File: config.mk
export PLATFORM = sky130hd
export DESIGN_NAME = l1_req_ctrl_seq_flat
export DESIGN_NICKNAME = d
export VERILOG_FILES = /design/src/rtl/l1_req_ctrl_seq_pkg.sv /design/src/rtl/l1_req_ctrl_seq_if.sv /design/src/rtl/l1_req_ctrl_seq_timeout_ctr.sv /design/src/rtl/l1_req_ctrl_seq.sv /design/src/flat_wrapper.sv
export SDC_FILE = /design/constraint.sdc
export NUM_CORES = 1
export LEC_CHECK = 0
export ABC_AREA = 1
export CORE_MARGIN = 4
export CORE_UTILIZATION = 40
export DETAILED_ROUTE_END_ITERATION = 10
export PLACE_DENSITY_LB_ADDON = 0.05
export SKIP_LAST_GASP = 1
export SYNTH_ARGS = -nofsm -noshare
export SYNTH_HDL_FRONTEND = slang
export SYNTH_SLANG_ARGS = --single-unit
export TNS_END_PERCENT = 1
File: constraint.sdc
create_clock -name clk -period 1.5 [get_ports clk]
set_input_delay 0.225 -clock clk [delete_from_list [all_inputs] [get_ports clk]]
set_output_delay 0.225 -clock clk [all_outputs]
set_load 0.005 [all_outputs]
File: src/rtl/l1_req_ctrl_seq_pkg.sv
// l1_req_ctrl_seq_pkg: MESI/snoop encodings, FSM states, fill helper.
// Shared by the request controller, its timer and its interface.
package l1_req_ctrl_seq_pkg;

  localparam logic [2:0] INVALID   = 3'd0;
  localparam logic [2:0] SHARED    = 3'd1;
  localparam logic [2:0] EXCLUSIVE = 3'd2;
  localparam logic [2:0] MODIFIED  = 3'd3;

  localparam logic [2:0] SDREQ_RD  = 3'd0;
  localparam logic [2:0] SDREQ_RFO = 3'd1;
  localparam logic [2:0] SDREQ_INV = 3'd2;

  localparam logic [2:0] SURSP_SNOOP = 3'd0;
  localparam logic [2:0] SURSP_FETCH = 3'd1;

  localparam logic [2:0] CURSP_OK  = 3'd0;
  localparam logic [2:0] CURSP_ERR = 3'd1;

  typedef enum logic [2:0] {
    IDLE,
    LOOKUP,
    WB,
    SDREQ,
    WAIT_RSP,
    UPDATE,
    CPU_RSP
  } l1_req_seq_st_e;

  typedef struct packed {
    logic [2:0] st;
    logic       illegal;
  } l1_fill_t;

  // Next MESI state after a snoop response; writes always end Modified.
  function automatic l1_fill_t l1_miss_nxtSt(
    input logic       op,
    input logic [2:0] rsp
  );
    l1_fill_t r;
    r.st      = INVALID;
    r.illegal = 1'b0;
    unique case (1'b1)
      (rsp == SURSP_SNOOP): r.st = op ? MODIFIED : SHARED;
      (rsp == SURSP_FETCH): r.st = op ? MODIFIED : EXCLUSIVE;
      default:              r.illegal = 1'b1;
    endcase
    return r;
  endfunction

endpackage

File: src/rtl/l1_req_ctrl_seq_if.sv
// l1_req_ctrl_seq_if: CPU, lookup, writeback, snoop and stats signals.
// master = CPU/cache/bus side, slave = the request controller.
interface l1_req_ctrl_seq_if #(
  parameter int ADDR_WIDTH = 32,
  parameter int CNT_WIDTH  = 16
);
  import l1_req_ctrl_seq_pkg::*;

  logic                  cpu_req_valid;
  logic                  cpu_req_ready;
  logic                  cpu_req_op;
  logic [ADDR_WIDTH-1:0] cpu_req_addr;
  logic                  lkup_hit;
  logic [2:0]            lkup_blk_st;
  logic [2:0]            lkup_victim_st;
  logic [ADDR_WIDTH-1:0] lkup_victim_addr;
  logic                  wb_valid;
  logic                  wb_ready;
  logic [ADDR_WIDTH-1:0] wb_addr;
  logic                  sdreq_valid;
  logic                  sdreq_ready;
  logic [2:0]            sdreq_op;
  logic [ADDR_WIDTH-1:0] sdreq_addr;
  logic                  sursp_valid;
  logic [2:0]            sursp_rsp;
  logic                  blk_wr_en;
  logic [2:0]            blk_nxtSt;
  logic                  cpu_rsp_valid;
  logic                  cpu_rsp_ready;
  logic                  cpu_rsp_err;
  logic [CNT_WIDTH-1:0]  stat_hit_cnt;
  logic [CNT_WIDTH-1:0]  stat_miss_cnt;

  modport master (
    output cpu_req_valid, cpu_req_op, cpu_req_addr,
    output lkup_hit, lkup_blk_st,
    output lkup_victim_st, lkup_victim_addr,
    output wb_ready, sdreq_ready,
    output sursp_valid, sursp_rsp,
    output cpu_rsp_ready,
    input  cpu_req_ready,
    input  wb_valid, wb_addr,
    input  sdreq_valid, sdreq_op, sdreq_addr,
    input  blk_wr_en, blk_nxtSt,
    input  cpu_rsp_valid, cpu_rsp_err,
    input  stat_hit_cnt, stat_miss_cnt
  );

  modport slave (
    input  cpu_req_valid, cpu_req_op, cpu_req_addr,
    input  lkup_hit, lkup_blk_st,
    input  lkup_victim_st, lkup_victim_addr,
    input  wb_ready, sdreq_ready,
    input  sursp_valid, sursp_rsp,
    input  cpu_rsp_ready,
    output cpu_req_ready,
    output wb_valid, wb_addr,
    output sdreq_valid, sdreq_op, sdreq_addr,
    output blk_wr_en, blk_nxtSt,
    output cpu_rsp_valid, cpu_rsp_err,
    output stat_hit_cnt, stat_miss_cnt
  );

endinterface

File: src/rtl/l1_req_ctrl_seq_timeout_ctr.sv
// l1_req_timeout_ctr: snoop response wait timer.
// expire is high once the count reaches TIMEOUT_CYCLES-1.
module l1_req_timeout_ctr
  import l1_req_ctrl_seq_pkg::*;
#(
  parameter int TIMEOUT_CYCLES = 64
) (
  input  logic clk,
  input  logic rst,
  input  logic clr,
  input  logic en,
  output logic expire
);

  localparam int W = $clog2(TIMEOUT_CYCLES) + 1;

  logic [W-1:0] cnt;

  assign expire = (cnt == W'(TIMEOUT_CYCLES - 1));

  // Count while enabled, hold at the expiry value.
  always_ff @(posedge clk) begin
    if (rst || clr) begin
      cnt <= '0;
    end else if (en && !expire) begin
      cnt <= cnt + 1'b1;
    end
  end

endmodule

File: src/rtl/l1_req_ctrl_seq.sv
// l1_req_ctrl_seq: sequential L1 CPU request controller with MESI update.
// Define L1_REQ_STATS_EN to build the saturating hit/miss counters.
module l1_req_ctrl_seq
  import l1_req_ctrl_seq_pkg::*;
#(
  parameter int ADDR_WIDTH     = 32,
  parameter int TIMEOUT_CYCLES = 64,
  parameter int MAX_RETRY      = 2,
  parameter int CNT_WIDTH      = 16
) (
  input logic              clk,
  input logic              rst,
  l1_req_ctrl_seq_if.slave bus
);

  localparam int RW = $clog2(MAX_RETRY + 1) + 1;

  l1_req_seq_st_e state;
  logic           op_q;
  logic [RW-1:0]  retry;
  logic           tmr_clr;
  logic           tmr_en;
  logic           tmr_exp;
  l1_fill_t       fill;

  assign fill    = l1_miss_nxtSt(op_q, bus.sursp_rsp);
  assign tmr_en  = (state == WAIT_RSP);
  assign tmr_clr = (state == SDREQ) && bus.sdreq_ready;

  assign bus.cpu_req_ready = (state == IDLE);
  assign bus.wb_valid      = (state == WB);
  assign bus.sdreq_valid   = (state == SDREQ);
  assign bus.blk_wr_en     = (state == UPDATE);
  assign bus.cpu_rsp_valid = (state == CPU_RSP);

  l1_req_timeout_ctr #(
    .TIMEOUT_CYCLES(TIMEOUT_CYCLES)
  ) u_tmr (
    .clk   (clk),
    .rst   (rst),
    .clr   (tmr_clr),
    .en    (tmr_en),
    .expire(tmr_exp)
  );

  // Request sequencing: lookup, writeback, snoop, wait, commit, respond.
  always_ff @(posedge clk) begin
    if (rst) begin
      state           <= IDLE;
      op_q            <= 1'b0;
      retry           <= '0;
      bus.wb_addr     <= '0;
      bus.sdreq_addr  <= '0;
      bus.sdreq_op    <= SDREQ_RD;
      bus.blk_nxtSt   <= INVALID;
      bus.cpu_rsp_err <= 1'b0;
    end else begin
      unique case (state)
        IDLE: begin
          if (bus.cpu_req_valid) begin
            op_q           <= bus.cpu_req_op;
            bus.sdreq_addr <= bus.cpu_req_addr;
            state          <= LOOKUP;
          end
        end
        LOOKUP: begin
          unique case (1'b1)
            (bus.lkup_hit && !op_q): begin
              bus.blk_nxtSt <= bus.lkup_blk_st;
              state         <= UPDATE;
            end
            (bus.lkup_hit && op_q &&
             bus.lkup_blk_st == SHARED): begin
              bus.sdreq_op <= SDREQ_INV;
              state        <= SDREQ;
            end
            (bus.lkup_hit && op_q &&
             bus.lkup_blk_st != SHARED): begin
              bus.blk_nxtSt <= MODIFIED;
              state         <= UPDATE;
            end
            default: begin
              bus.sdreq_op <= op_q ? SDREQ_RFO : SDREQ_RD;
              bus.wb_addr  <= bus.lkup_victim_addr;
              state <= (bus.lkup_victim_st == MODIFIED)
                       ? WB : SDREQ;
            end
          endcase
        end
        WB: begin
          if (bus.wb_ready) state <= SDREQ;
        end
        SDREQ: begin
          if (bus.sdreq_ready) state <= WAIT_RSP;
        end
        WAIT_RSP: begin
          if (bus.sursp_valid) begin
            if (fill.illegal) begin
              bus.cpu_rsp_err <= 1'b1;
              state           <= CPU_RSP;
            end else begin
              bus.blk_nxtSt <= fill.st;
              state         <= UPDATE;
            end
          end else if (tmr_exp) begin
            if (retry < RW'(MAX_RETRY)) begin
              retry <= retry + 1'b1;
              state <= SDREQ;
            end else begin
              bus.cpu_rsp_err <= 1'b1;
              state           <= CPU_RSP;
            end
          end
        end
        UPDATE: begin
          state <= CPU_RSP;
        end
        CPU_RSP: begin
          if (bus.cpu_rsp_ready) begin
            bus.cpu_rsp_err <= 1'b0;
            retry           <= '0;
            state           <= IDLE;
          end
        end
        default: begin
          state <= IDLE;
        end
      endcase
    end
  end

`ifdef L1_REQ_STATS_EN
  logic [CNT_WIDTH-1:0] hit_cnt;
  logic [CNT_WIDTH-1:0] miss_cnt;

  // Saturating hit/miss counts, one event per lookup.
  always_ff @(posedge clk) begin
    if (rst) begin
      hit_cnt  <= '0;
      miss_cnt <= '0;
    end else if (state == LOOKUP) begin
      if (bus.lkup_hit) begin
        if (hit_cnt != '1) hit_cnt <= hit_cnt + 1'b1;
      end else begin
        if (miss_cnt != '1) miss_cnt <= miss_cnt + 1'b1;
      end
    end
  end

  assign bus.stat_hit_cnt  = hit_cnt;
  assign bus.stat_miss_cnt = miss_cnt;
`else
  assign bus.stat_hit_cnt  = '0;
  assign bus.stat_miss_cnt = '0;
`endif

endmodule

File: src/flat_wrapper.sv
// flat-port wrapper written by rule: the top's interface ports become plain ports
module l1_req_ctrl_seq_flat import l1_req_ctrl_seq_pkg::*;
#(
  parameter int ADDR_WIDTH     = 32,
  parameter int TIMEOUT_CYCLES = 64,
  parameter int MAX_RETRY      = 2,
  parameter int CNT_WIDTH      = 16
)
  (clk, rst, bus_cpu_req_valid, bus_cpu_req_op, bus_cpu_req_addr, bus_lkup_hit, bus_lkup_blk_st, bus_lkup_victim_st, bus_lkup_victim_addr, bus_wb_ready, bus_sdreq_ready, bus_sursp_valid, bus_sursp_rsp, bus_cpu_rsp_ready, bus_cpu_req_ready, bus_wb_valid, bus_wb_addr, bus_sdreq_valid, bus_sdreq_op, bus_sdreq_addr, bus_blk_wr_en, bus_blk_nxtSt, bus_cpu_rsp_valid, bus_cpu_rsp_err, bus_stat_hit_cnt, bus_stat_miss_cnt);
  l1_req_ctrl_seq_if #(.ADDR_WIDTH(ADDR_WIDTH), .CNT_WIDTH(CNT_WIDTH)) bus_i ();
  input logic clk;
  input logic rst;
  input wire logic [$bits(bus_i.cpu_req_valid)-1:0] bus_cpu_req_valid;
  input wire logic [$bits(bus_i.cpu_req_op)-1:0] bus_cpu_req_op;
  input wire logic [$bits(bus_i.cpu_req_addr)-1:0] bus_cpu_req_addr;
  input wire logic [$bits(bus_i.lkup_hit)-1:0] bus_lkup_hit;
  input wire logic [$bits(bus_i.lkup_blk_st)-1:0] bus_lkup_blk_st;
  input wire logic [$bits(bus_i.lkup_victim_st)-1:0] bus_lkup_victim_st;
  input wire logic [$bits(bus_i.lkup_victim_addr)-1:0] bus_lkup_victim_addr;
  input wire logic [$bits(bus_i.wb_ready)-1:0] bus_wb_ready;
  input wire logic [$bits(bus_i.sdreq_ready)-1:0] bus_sdreq_ready;
  input wire logic [$bits(bus_i.sursp_valid)-1:0] bus_sursp_valid;
  input wire logic [$bits(bus_i.sursp_rsp)-1:0] bus_sursp_rsp;
  input wire logic [$bits(bus_i.cpu_rsp_ready)-1:0] bus_cpu_rsp_ready;
  output wire logic [$bits(bus_i.cpu_req_ready)-1:0] bus_cpu_req_ready;
  output wire logic [$bits(bus_i.wb_valid)-1:0] bus_wb_valid;
  output wire logic [$bits(bus_i.wb_addr)-1:0] bus_wb_addr;
  output wire logic [$bits(bus_i.sdreq_valid)-1:0] bus_sdreq_valid;
  output wire logic [$bits(bus_i.sdreq_op)-1:0] bus_sdreq_op;
  output wire logic [$bits(bus_i.sdreq_addr)-1:0] bus_sdreq_addr;
  output wire logic [$bits(bus_i.blk_wr_en)-1:0] bus_blk_wr_en;
  output wire logic [$bits(bus_i.blk_nxtSt)-1:0] bus_blk_nxtSt;
  output wire logic [$bits(bus_i.cpu_rsp_valid)-1:0] bus_cpu_rsp_valid;
  output wire logic [$bits(bus_i.cpu_rsp_err)-1:0] bus_cpu_rsp_err;
  output wire logic [$bits(bus_i.stat_hit_cnt)-1:0] bus_stat_hit_cnt;
  output wire logic [$bits(bus_i.stat_miss_cnt)-1:0] bus_stat_miss_cnt;
  assign bus_i.cpu_req_valid = bus_cpu_req_valid;
  assign bus_i.cpu_req_op = bus_cpu_req_op;
  assign bus_i.cpu_req_addr = bus_cpu_req_addr;
  assign bus_i.lkup_hit = bus_lkup_hit;
  assign bus_i.lkup_blk_st = bus_lkup_blk_st;
  assign bus_i.lkup_victim_st = bus_lkup_victim_st;
  assign bus_i.lkup_victim_addr = bus_lkup_victim_addr;
  assign bus_i.wb_ready = bus_wb_ready;
  assign bus_i.sdreq_ready = bus_sdreq_ready;
  assign bus_i.sursp_valid = bus_sursp_valid;
  assign bus_i.sursp_rsp = bus_sursp_rsp;
  assign bus_i.cpu_rsp_ready = bus_cpu_rsp_ready;
  assign bus_cpu_req_ready = bus_i.cpu_req_ready;
  assign bus_wb_valid = bus_i.wb_valid;
  assign bus_wb_addr = bus_i.wb_addr;
  assign bus_sdreq_valid = bus_i.sdreq_valid;
  assign bus_sdreq_op = bus_i.sdreq_op;
  assign bus_sdreq_addr = bus_i.sdreq_addr;
  assign bus_blk_wr_en = bus_i.blk_wr_en;
  assign bus_blk_nxtSt = bus_i.blk_nxtSt;
  assign bus_cpu_rsp_valid = bus_i.cpu_rsp_valid;
  assign bus_cpu_rsp_err = bus_i.cpu_rsp_err;
  assign bus_stat_hit_cnt = bus_i.stat_hit_cnt;
  assign bus_stat_miss_cnt = bus_i.stat_miss_cnt;
  l1_req_ctrl_seq #(.ADDR_WIDTH(ADDR_WIDTH), .TIMEOUT_CYCLES(TIMEOUT_CYCLES), .MAX_RETRY(MAX_RETRY), .CNT_WIDTH(CNT_WIDTH)) u_core (.clk(clk), .rst(rst), .bus(bus_i));
endmodule
# [Word level (Yosys, flattened, before mapping)]
# Cells that the tools add are included.
[word_totals] n_memories=0 reg_bits=85 latchBits=0 mem_bits_rw=0 mem_bits_ro=0 output_inout_bits=108
[classes] n_bitwise=2 addsub=2 multipliers=0 n_div=0 mux=30 reduce_logical=23 eq_ne=24 shift=0 n_lt_le_gt_ge=1
[op_table] cell="two-way mux 3 bit" n=12
[op_table] cell="case mux 3 bit (2 select lines)" n=6
[op_table] cell="case mux 3 bit (7 select lines)" n=1
[op_table] cell="AND reduction 5 bit" n=3
[op_table] cell="!= test 2 bit, second input constant" n=7
[op_table] cell="equality test 3 x 1 -> 1 bit, second input constant" n=3
[op_table] cell="equality test 3 x 2 -> 1 bit, second input constant" n=3
[op_table] cell="equality test 3 bit, second input constant" n=3
[op_table] cell="two-way mux 1 bit" n=8
[op_table] cell="adder 7 x 1 -> 7 bit, second input constant" n=1
[op_table] cell="equality test 7 x 6 -> 1 bit, second input constant" n=1
[op_table] cell="logical AND 1 bit" n=6
[op_table] cell="zero test 3 bit" n=2
[op_table] cell="!= test 3 x 1 -> 1 bit, second input constant" n=2
[op_table] cell="!= test 3 bit, second input constant" n=2
[op_table] cell="AND reduction 2 bit" n=3
[op_table] cell="two-way mux 2 bit" n=2
[op_table] cell="!= test 2 x 1 -> 1 bit, second input constant" n=2
[op_table] cell="AND reduction 4 bit" n=1
[op_table] cell="nonzero test 2 bit" n=2
[op_table] cell="OR reduction 2 bit" n=2
[op_table] cell="adder 3 x 1 -> 3 bit, second input constant" n=1
[op_table] cell="less-than comparator 3 x 2 -> 1 bit, second input constant" n=1
[op_table] cell="!= test 3 x 2 -> 1 bit, second input constant" n=1
[op_table] cell="other kinds (5)" n=7

# [Depth between registers and ports, before layout]
# Gate-level depths: netlist of run 1.
[logic_depth] depth_word=5 depth_mapped=10 depth_no_buf=10

# [By module]
# From an unflattened synthesis of run 1, not the netlist that was laid out.
[hier_totals] cells_unflattened=520 area_unflattened_um2=3779.9
[modules_own_cells] module="l1_req_ctrl_seq" n_inst=1 cells_per_inst=457 area_per_inst_um2=3359.5
[modules_own_cells] module="l1_req_timeout_ctr" n_inst=1 cells_per_inst=63 area_per_inst_um2=420.4

# [Least setup slack after synthesis of run 1]
# Ideal clock, no wire load.
[synth_path] path_type="reg2reg" from="register u_core.u_tmr.cnt[1]" to="register u_core.u_tmr.cnt[4]" path_slack_ps=159 path_buffers=0 required_ps=1371 setup_ps=129 arrival_time_ps=1212 stages_incl_launch_ff=8 path_cell_list="dfxtp_1 -> ha_1 -> nand3_1 -> nor2_1 -> nor2_4 -> nand2_1 -> xor2_1 -> nor2_1"
[synth_via] elab_chain_len=3
[synth_lines] item="start: declaration" line="l1_req_ctrl_seq_timeout_ctr.sv:17" text="logic [W-1:0] cnt;"
[synth_lines] item="start signal: assignment" line="l1_req_ctrl_seq_timeout_ctr.sv:26" text="cnt <= cnt + 1'b1;"
[synth_lines] item="parallel branches: the longest is 3 deep, another holds adder 7 x 1 -> 7 bit"
# Several ways; the timed one is not identified.
# A chain may end at the register's enable or synchronous reset.

# [Worst setup path in the final report of run 1]
[layout_path] from="register u_core.state[1]" to="output port bus_cpu_rsp_valid"
[layout_via] elab_chain_len=1
[layout_lines] item="start: declaration" line="l1_req_ctrl_seq.sv:18" text="l1_req_seq_st_e state;"
[layout_lines] item="start signal: assignment" line="l1_req_ctrl_seq.sv:85" text="state <= (bus.lkup_victim_st == MODIFIED)"
[layout_lines] item="equality test 3 bit" line="l1_req_ctrl_seq.sv:34" text="assign bus.cpu_rsp_valid = (state == CPU_RSP);"
[layout_lines] item="end: declaration" line="flat_wrapper.sv:33" text="output wire logic [$bits(bus_i.cpu_rsp_valid)-1:0] bus_cpu_rsp_valid;"
# No other way between the ends.

==> impl_metrics.ini, run 1 <==
[status]
outcome = complete, but fails checks
violations = negative setup slack

[timing]
fin_crit_ps = 1640
rsz0062_at_grt = true
worst_slack_ps = -144
max_freq_mhz = 608
hold_viol_final = 0
setup-violations-final = 30
slew_violations = 0
fin_skew_ps = 11.6
finalSetupTns_ps = -2750
fin_crit_sh_pct = 110
holdWs_ps = 452

[placement]
dp_hpwl_um = 7990
place_ws_ps = -148
portBuffers = 156
gp_routability_congestion = 0.865

[logic_synthesis]
avgSynthCellArea_um2 = 7.35
syn_area_um2 = 3680
yosysMostFrequentCell = nor2_1
yosys_most_used_dff = dfxtp_1
synth_top_cells_by_area = dfxtp_1 46%, nor2_1 9.0%, nand2_1 8.5%, buf_4 7.4%, nand3_1 6.8%
yosys-top-cells-count = 88 x nor2_1, 84 x dfxtp_1, 83 x nand2_1
ys_warn_count = 0
yosys.area.top_type_share_pct = 45.7
syn_inst = 500
synth_edf_count = 0
async_reset_ff_share_pct = 0
seq_area_frac_synth_pct = 45.7
netlist-cell-type-count = 27
synth_seq_cells = 84
yosys.area.top_type = dfxtp_1

[final_layout]
seq_area_um2 = 1690
area_delta_synth_final_pct = 52.6
final_net_count = 758
nFillCells = 833
drive_gt1_share_pct = 9.72
multi_input_area_um2 = 1650
antenna_cells = 0

[power]
p_per_area_nw_per_um2 = 1470
p_leak_nw = 2.40
ir_drop_mv = 0.732

[clock_network]
clkTransAtPathRegs_ps = 90
cts_hold_buf = 0
cts_sinks = 84
cts_buffers = 9
clk_latency_ps = 340
cts_max_level = 3
cts_tree = yes
clk_path_buf_depth = 2
cts_root_buf = clkbuf_8

[setup_path]
reg2reg_depth = 8
crit_fanout = 7
startpoint_type = register
critPathKind = reg2out
cp.required_ps = 1270
crit_path_end_kind = output pin
cp-startpoint = u_core.state[1]
arrival_ps = 1420
reg2reg_from = u_core.state[2]

[drt]
dr_total_vias = 3721
routed_wl_um = 10700
drtIter0Drc = 122
postRouteAntennaNets = 0
wl_per_cell_um = 13.6
drc = 0
dr.pass1.iters = 4
avgViaCountPerCell = 4.73

[global_route]
grt_pass1_vias = 3521
grt_overflow_total = 0
grt.total_usage_pct = 19.0
grt_pass1_wl_um = 17200
grt_max_degree = 40
grt_antenna_before_repair = 0

[hold_path]
min_path_type = in2reg
holdCritStartpoint = bus_cpu_req_addr[29]
whs_path_depth = 3

[floorplanning]
start_util_pct = 41.5
die_w_um = 104
die_h_um = 104
rows = 34
dieArea_um2 = 10800
io_pins = 190
coreArea_um2 = 8850

[run]
drv_cap = 0
metal layers:
metal / GRT usage, % / vias to the layer above / share of wire [%]
met1: 22.7 / 1689 / 41
met3: 7.14 / 11 / 7.9
met5: 0 / - / 0
met2: 32.6 / 122 / 50
li1: - / 1899 / -
met4: 4.37 / 0 / 1.0
layout by cell type (no fill, tap or decap), drive strengths merged:
cell type      netlist  final
clkdlybuf4s50        0    152
nor2                93     93
nand2               84     84
dfxtp               84     84
nand3               51     51
a21oi               49     49
o21ai               40     40
buf                 46     34
conb                 1     33
inv                 26     27
clkbuf              13     12
nor3                 5      5
dlygate4sd2          0      3
xor2                 2      2
ha                   2      2
clkinv               0      2
nand3b               1      1
a31oi                1      1
nor3b                1      1
and3                 1      1
bufinv               0      1
dlymetal6s2s         0      1
stage by stage:
stage                     power (mW)  utilization [%]  instance area, um2  std cells
after floorplan                 4.77                -                3800        532
after global placement          6.51             60.4                5350        767
after detailed placement        6.55             60.4                5350        767
after CTS                       8.34             63.3                5600        786
after global routing            8.87             63.4                5610        787
final                           8.26             63.4                5610        787
flip-flops by register name, summed over array words and instances, names as in the netlist:
signal	count
u_core.bus.sdreq_addr	32
u_core.bus.wb_addr	32
u_core.u_tmr.cnt	7
u_core.bus.blk_nxtSt	3
u_core.retry	3
u_core.state	3
u_core.bus.sdreq_op	2
u_core.bus.cpu_rsp_err	1
u_core.op_q	1
critical path: stages (launching register included):
cell	delay (ps)
dfxtp_4	390
nand2_1	50
nor2_1	110
clkdlybuf4s50_1	520
repair_timing:
item                                    4_1_cts  5_1_grt
setup buffers                                 3        1
hold endpoints to repair                      0        0
resized for setup                            12        3
pin swaps                                     1        1
endpoints found under the setup margin       36       75
final cells by class:
| class | count | area share [%] |
|---|---|---|
| tap | 108 | 2.41 |
| timing repair buffer | 190 | 32.4 |
| clock buffer | 12 | 2.77 |
| inverter | 26 | 1.78 |
| sequential | 84 | 30.2 |
| multi-input combinational | 363 | 29.4 |
| clock inverter | 4 | 1.00 |
logic make-up (layout without fill, tap and decap cells):
kind of cell | count (synthesis) | count (layout) | share of synthesized area [%]
adders and majority gates | 2 | 2 | 0.681
xor gates and xnor gates | 2 | 2 | 0.477
buffers and inverters | 85 | 232 | 12.8
other | 1 | 33 | 0.102
AOI/OAI and AO/OA | 90 | 90 | 12.3
DFF | 84 | 84 | 45.7
and+or+nand+nor | 236 | 236 | 27.9
worst paths after layout:
check / to / slack, ps
setup / recovery: bus_cpu_rsp_valid / -140
hold / removal: u_core.bus.sdreq_addr[29] / 450
setup reg to reg: u_core.bus.wb_addr[5] / -120
hold reg to reg: u_core.u_tmr.cnt[6] / 450
power by group:
part / switching (mW) / leakage (nW) / internal [mW] / total (mW)
registers: 0.298 / 0.688 / 2.75 / 3.05
clock network: 0.807 / 0.107 / 0.874 / 1.68
logic: 1.71 / 1.61 / 1.81 / 3.52
total: 2.81 / 2.40 / 5.44 / 8.26
(Power assumes the default switching activity.)
==> run 2: changes to the inputs <==
Settings changed: CTS_CLUSTER_DIAMETER from default to 80, PLACE_DENSITY from default to 0.81, PLACE_DENSITY_LB_ADDON 0.05 to default.
==> impl_metrics.ini, run 2 (synthesis results as in run 1) <==
[status]
violations = negative setup slack
outcome = complete, but fails checks

[timing]
tightest_slew_ps = 517
rsz0062_at_grt = true
setup-violations-final = 37
slew_violations = 0
fin_skew_ps = 11.9
finalSetupTns_ps = -1220
slew_headroom_pct = 65.5
fin_crit_ps = 1680
hold_viol_final = 0
worst_slack_ps = -179
max_freq_mhz = 596
fin_crit_sh_pct = 112

[drt]
avgViaCountPerCell = 4.84
routed_wl_um = 10700
drtIter0Drc = 191
postRouteAntennaNets = 0
wl_per_cell_um = 13.7
dr.pass1.iters = 4
drc = 0
dr_total_vias = 3787

[power]
p_seq_share_pct = 37.8
total_power_mw = 8.04
sw_frac_of_total_pct = 34.7
p_leak_nw = 2.38
clkPwrFrac_pct = 19.0
p_per_area_nw_per_um2 = 1450
p_int_mw = 5.25
pwr-share-comb_pct = 43.2
switchingPower_mw = 2.79
ir_drop_mv = 0.844

[setup_path]
cp.required_ps = 1270
startpoint_type = register
crit_fanout = 4
critPathKind = reg2out
crit_path_end_kind = output pin
arrival_ps = 1450

[floorplanning]
rows = 34
die_w_um = 104
dieArea_um2 = 10800
start_util_pct = 41.5
io_pins = 190
coreArea_um2 = 8850
die_h_um = 104

[placement]
gp_routability_congestion = 0.861
portBuffers = 156
dp_hpwl_um = 8010

[run]
drv_cap = 0

[clock_network]
cts_tree = yes
clk_latency_ps = 340
cts_max_level = 3
cts_sinks = 84
cts_root_buf = clkbuf_8
clkTransAtPathRegs_ps = 90
clk_path_buf_depth = 2
cts_buffers = 9
cts_hold_buf = 0

[final_layout]
utilization_pct = 62.9
final_common_cell = clkdlybuf4s50_1
top_regs = u_core.bus.sdreq_addr x32, u_core.bus.wb_addr x32, u_core.u_tmr.cnt x7
antenna_cells = 0
drive_gt1_share_pct = 9.04
final_cell_mix = 152 x clkdlybuf4s50_1, 88 x nor2_1, 83 x nand2_1
final_net_count = 754
area_delta_synth_final_pct = 51.3

[global_route]
grt_max_degree = 33
grt_pass1_wl_um = 16900
grt.total_usage_pct = 18.7
grt_pass1_vias = 3627
grt_antenna_before_repair = 0
grt_overflow_total = 0

[hold_path]
min_path_type = in2reg
[run 2: cell types whose count changed in the layout (fill, tap and decap cells not counted), sizes merged]
cell	before	now
buf	34	30
clkinvlp	0	2
bufinv	1	0
clkbuf	12	13
clkinv	2	1
inv	27	26
[run 2: path summary, 6_finish.rpt]
check	endpoint	slack [ps]	startpoint	cells after the start
worst max register to register	u_core.bus.wb_addr[13]	-60	u_core.state[2]	8
worst min register to register	u_core.u_tmr.cnt[6]	460	u_core.u_tmr.cnt[6]	2
worst max-delay path	bus_wb_valid	-180	u_core.state[0]	4
worst min-delay path	u_core.bus.sdreq_addr[30]	450	bus_cpu_req_addr[30]	3
[run 2: cell type report]
cell class	instances	area [um2]
fill	761	3290
timing repair buffer	186	1810
sequential	84	1690
multi-input combinational	363	1650
clock buffer	13	169
tap	108	135
inverter	26	97.6
clock inverter	3	20.0
[run 2: repair_timing]
item	4_1_cts	5_1_grt
gates cloned	0	0
pin swaps	0	0
endpoints found under the hold margin	0	0
resized for setup	8	2
endpoints found under the setup margin	37	49
setup buffers	0	4
[run 2: routing by layer]
metal	wire length (um)	track usage, %	up-vias
li1	-	-	1887
met1	4150	20.4	1722
met2	5480	33.1	155
met3	821	5.83	23
met4	265	8.07	0
met5	0	0	-
[run 2: worst max-delay path, cell delays in order, from the launching register on]
cell	delay (ps)
dfxtp_2	340
nor2_4	140
nand2_1	100
inv_1	60
clkdlybuf4s50_1	490
[run 2: metrics by stage]
| step | cell area [um2] | worst slack, ps | hold slack (ps) | instances |
|---|---|---|---|---|
| after floorplan | 3800 | 159 | 360 | 532 |
| after global placement | 5330 | -110 | 434 | 763 |
| after detailed placement | 5330 | -192 | 454 | 763 |
| after CTS | 5530 | -238 | 436 | 779 |
| after global routing | 5560 | -252 | 449 | 783 |
| final | 5560 | -179 | 454 | 783 |
[run 2: power groups by stage]
stage                     sequential [mW]  combinational [mW]  clock [mW]
after floorplan                      3.07                1.70           0
after global placement               3.03                3.37           0
after detailed placement             3.06                3.44           0
after CTS                            3.04                3.44        1.58
after global routing                 3.11                3.81        1.66
final                                3.04                3.47        1.53
==> run 3: changes to the inputs <==
Settings changed: CTS_CLUSTER_DIAMETER 80 to 150, SETUP_SLACK_MARGIN from default to 0.1.
==> impl_metrics.ini, run 3 (synthesis results as in run 1) <==
[hold_path]
holdCritStartpoint = bus_cpu_req_addr[30]
whs_path_depth = 3
min_to = u_core.bus.sdreq_addr[30]
min_path_type = in2reg

[clock_network]
cts_sinks = 84
cts_tree = yes
clk_path_buf_depth = 2
cts_root_buf = clkbuf_8
cts_max_level = 3
clk_latency_ps = 340
clkTransAtPathRegs_ps = 90
cts_hold_buf = 0
cts_buffers = 9

[setup_path]
crit_fanout = 3
crit_path_end_kind = output pin
critPathKind = reg2out
reg2reg_depth = 11
rrSetupSlack_ps = -40
cp-startpoint = u_core.state[0]
cp.required_ps = 1270
arrival_ps = 1330
r2r_end = u_core.state[2]
reg2reg_from = u_core.state[0]
startpoint_type = register

[timing]
worst_slack_ps = -58.6
setup-violations-final = 7
rsz0062_at_grt = true
holdWs_ps = 454
hold_viol_final = 0
fin_crit_ps = 1560
fin_skew_ps = 11.8
fin_crit_sh_pct = 104
max_freq_mhz = 642
slew_violations = 0

[placement]
gp_routability_congestion = 0.861
portBuffers = 156
place_area_um2 = 5330
place_ws_ps = -192
dp_hpwl_um = 8010

[drt]
drc = 0
drtIter0Drc = 178
dr.pass1.iters = 4
dr_total_vias = 3803
postRouteAntennaNets = 0
routed_wl_um = 11100
avgViaCountPerCell = 4.81
wl_per_cell_um = 14.0

[power]
p_leak_nw = 2.40
ir_drop_mv = 0.849
p_per_area_nw_per_um2 = 1480

[floorplanning]
coreArea_um2 = 8850
start_util_pct = 41.5
dieArea_um2 = 10800
io_pins = 190
die_h_um = 104
rows = 34
die_w_um = 104

[final_layout]
final_cell_mix = 151 x clkdlybuf4s50_1, 83 x nor2_1, 81 x dfxtp_1
nFillCells = 747
final_area_um2 = 5680
final_net_count = 761
area_delta_synth_final_pct = 54.6
drive_gt1_share_pct = 11.9
top_regs = u_core.bus.sdreq_addr x32, u_core.bus.wb_addr x32, u_core.u_tmr.cnt x7
final_common_cell = clkdlybuf4s50_1
antenna_cells = 0

[status]
violations = negative setup slack
outcome = complete, but fails checks

[global_route]
grt_use_met1_pct = 20.7
grt_antenna_before_repair = 0
grt.total_usage_pct = 18.9
grt_busiest_layer = met2
globalRouteMet2Util_pct = 33.6
grt_util_met3_pct = 5.77
grt_pass1_vias = 3654
grt_overflow_total = 0
grt_max_degree = 33
grt_pass1_wl_um = 17000

[run]
drv_cap = 0
==> run 3: cell count changes in the layout (fill, tap and decap cells not counted), moves of 3 or more <==
cell / previous run / this run
nand2_2: 1 / 4
nor2_1: 88 / 83
buf_4: 27 / 32
nor2_2: 0 / 3
nand2_1: 83 / 79
inv_2: 5 / 2
==> run 3: critical path, cell delays in order, from the launching register on <==
cell and delay, ps:
dfxtp_2 340, nor2_4 120, buf_4 120, inv_2 40, nor2_4 120, dlygate4sd2_1 250
==> run 3: how the worst max path moves through the flow <==
stage | to | slack (ps) | cells past startpoint
after global routing | u_core.state[2] | -150 | 11
after detailed placement | u_core.bus.wb_addr[13] | -190 | 5
after global placement | u_core.bus.wb_addr[23] | -110 | 5
after CTS | bus_cpu_rsp_valid | -120 | 5
final | bus_cpu_req_ready | -60 | 5
after floorplan | u_core.u_tmr.cnt[4] | 160 | 7
==> run 3: per-stage QoR <==
| step | power, mW | setup TNS [ps] | instances | utilization [%] |
|---|---|---|---|---|
| after floorplan | 4.77 | 0 | 532 | - |
| after CTS | 8.13 | -2240 | 783 | 62.8 |
| after global placement | 6.40 | -3170 | 763 | 60.2 |
| final | 8.39 | -199 | 790 | 64.2 |
| after global routing | 8.92 | -4540 | 790 | 64.2 |
| after detailed placement | 6.50 | -4830 | 763 | 60.2 |
==> run 3: what timing repair did <==
action                                  CTS  global route
endpoints found under the setup margin  118           157
pin swaps                                 1             5
buffers inserted                          4             7
resized for setup                        12            28
==> run 3: power breakdown <==
part,internal [mW],switching [mW],leakage (nW)
clock network,0.737,0.795,0.0917
registers,2.74,0.304,0.687
logic,1.97,1.84,1.62
total,5.45,2.94,2.40
==> run 3: cell type report <==
class,instances,area (um2),area share [%]
Clock inverter,3,20.0,0.352
Tap cell,108,135,2.38
Sequential cell,84,1690,29.7
Multi-Input combinational cell,363,1700,30.0
Clock buffer,13,169,2.97
Inverter,26,108,1.89
Timing Repair Buffer,193,1860,32.8
==> run 3: routing by layer <==
| layer | up-vias | share of wire, % |
|---|---|---|
| met5 | - | 0 |
| met2 | 139 | 52 |
| li1 | 1900 | - |
| met3 | 20 | 7.2 |
| met1 | 1744 | 39 |
| met4 | 0 | 2.2 |
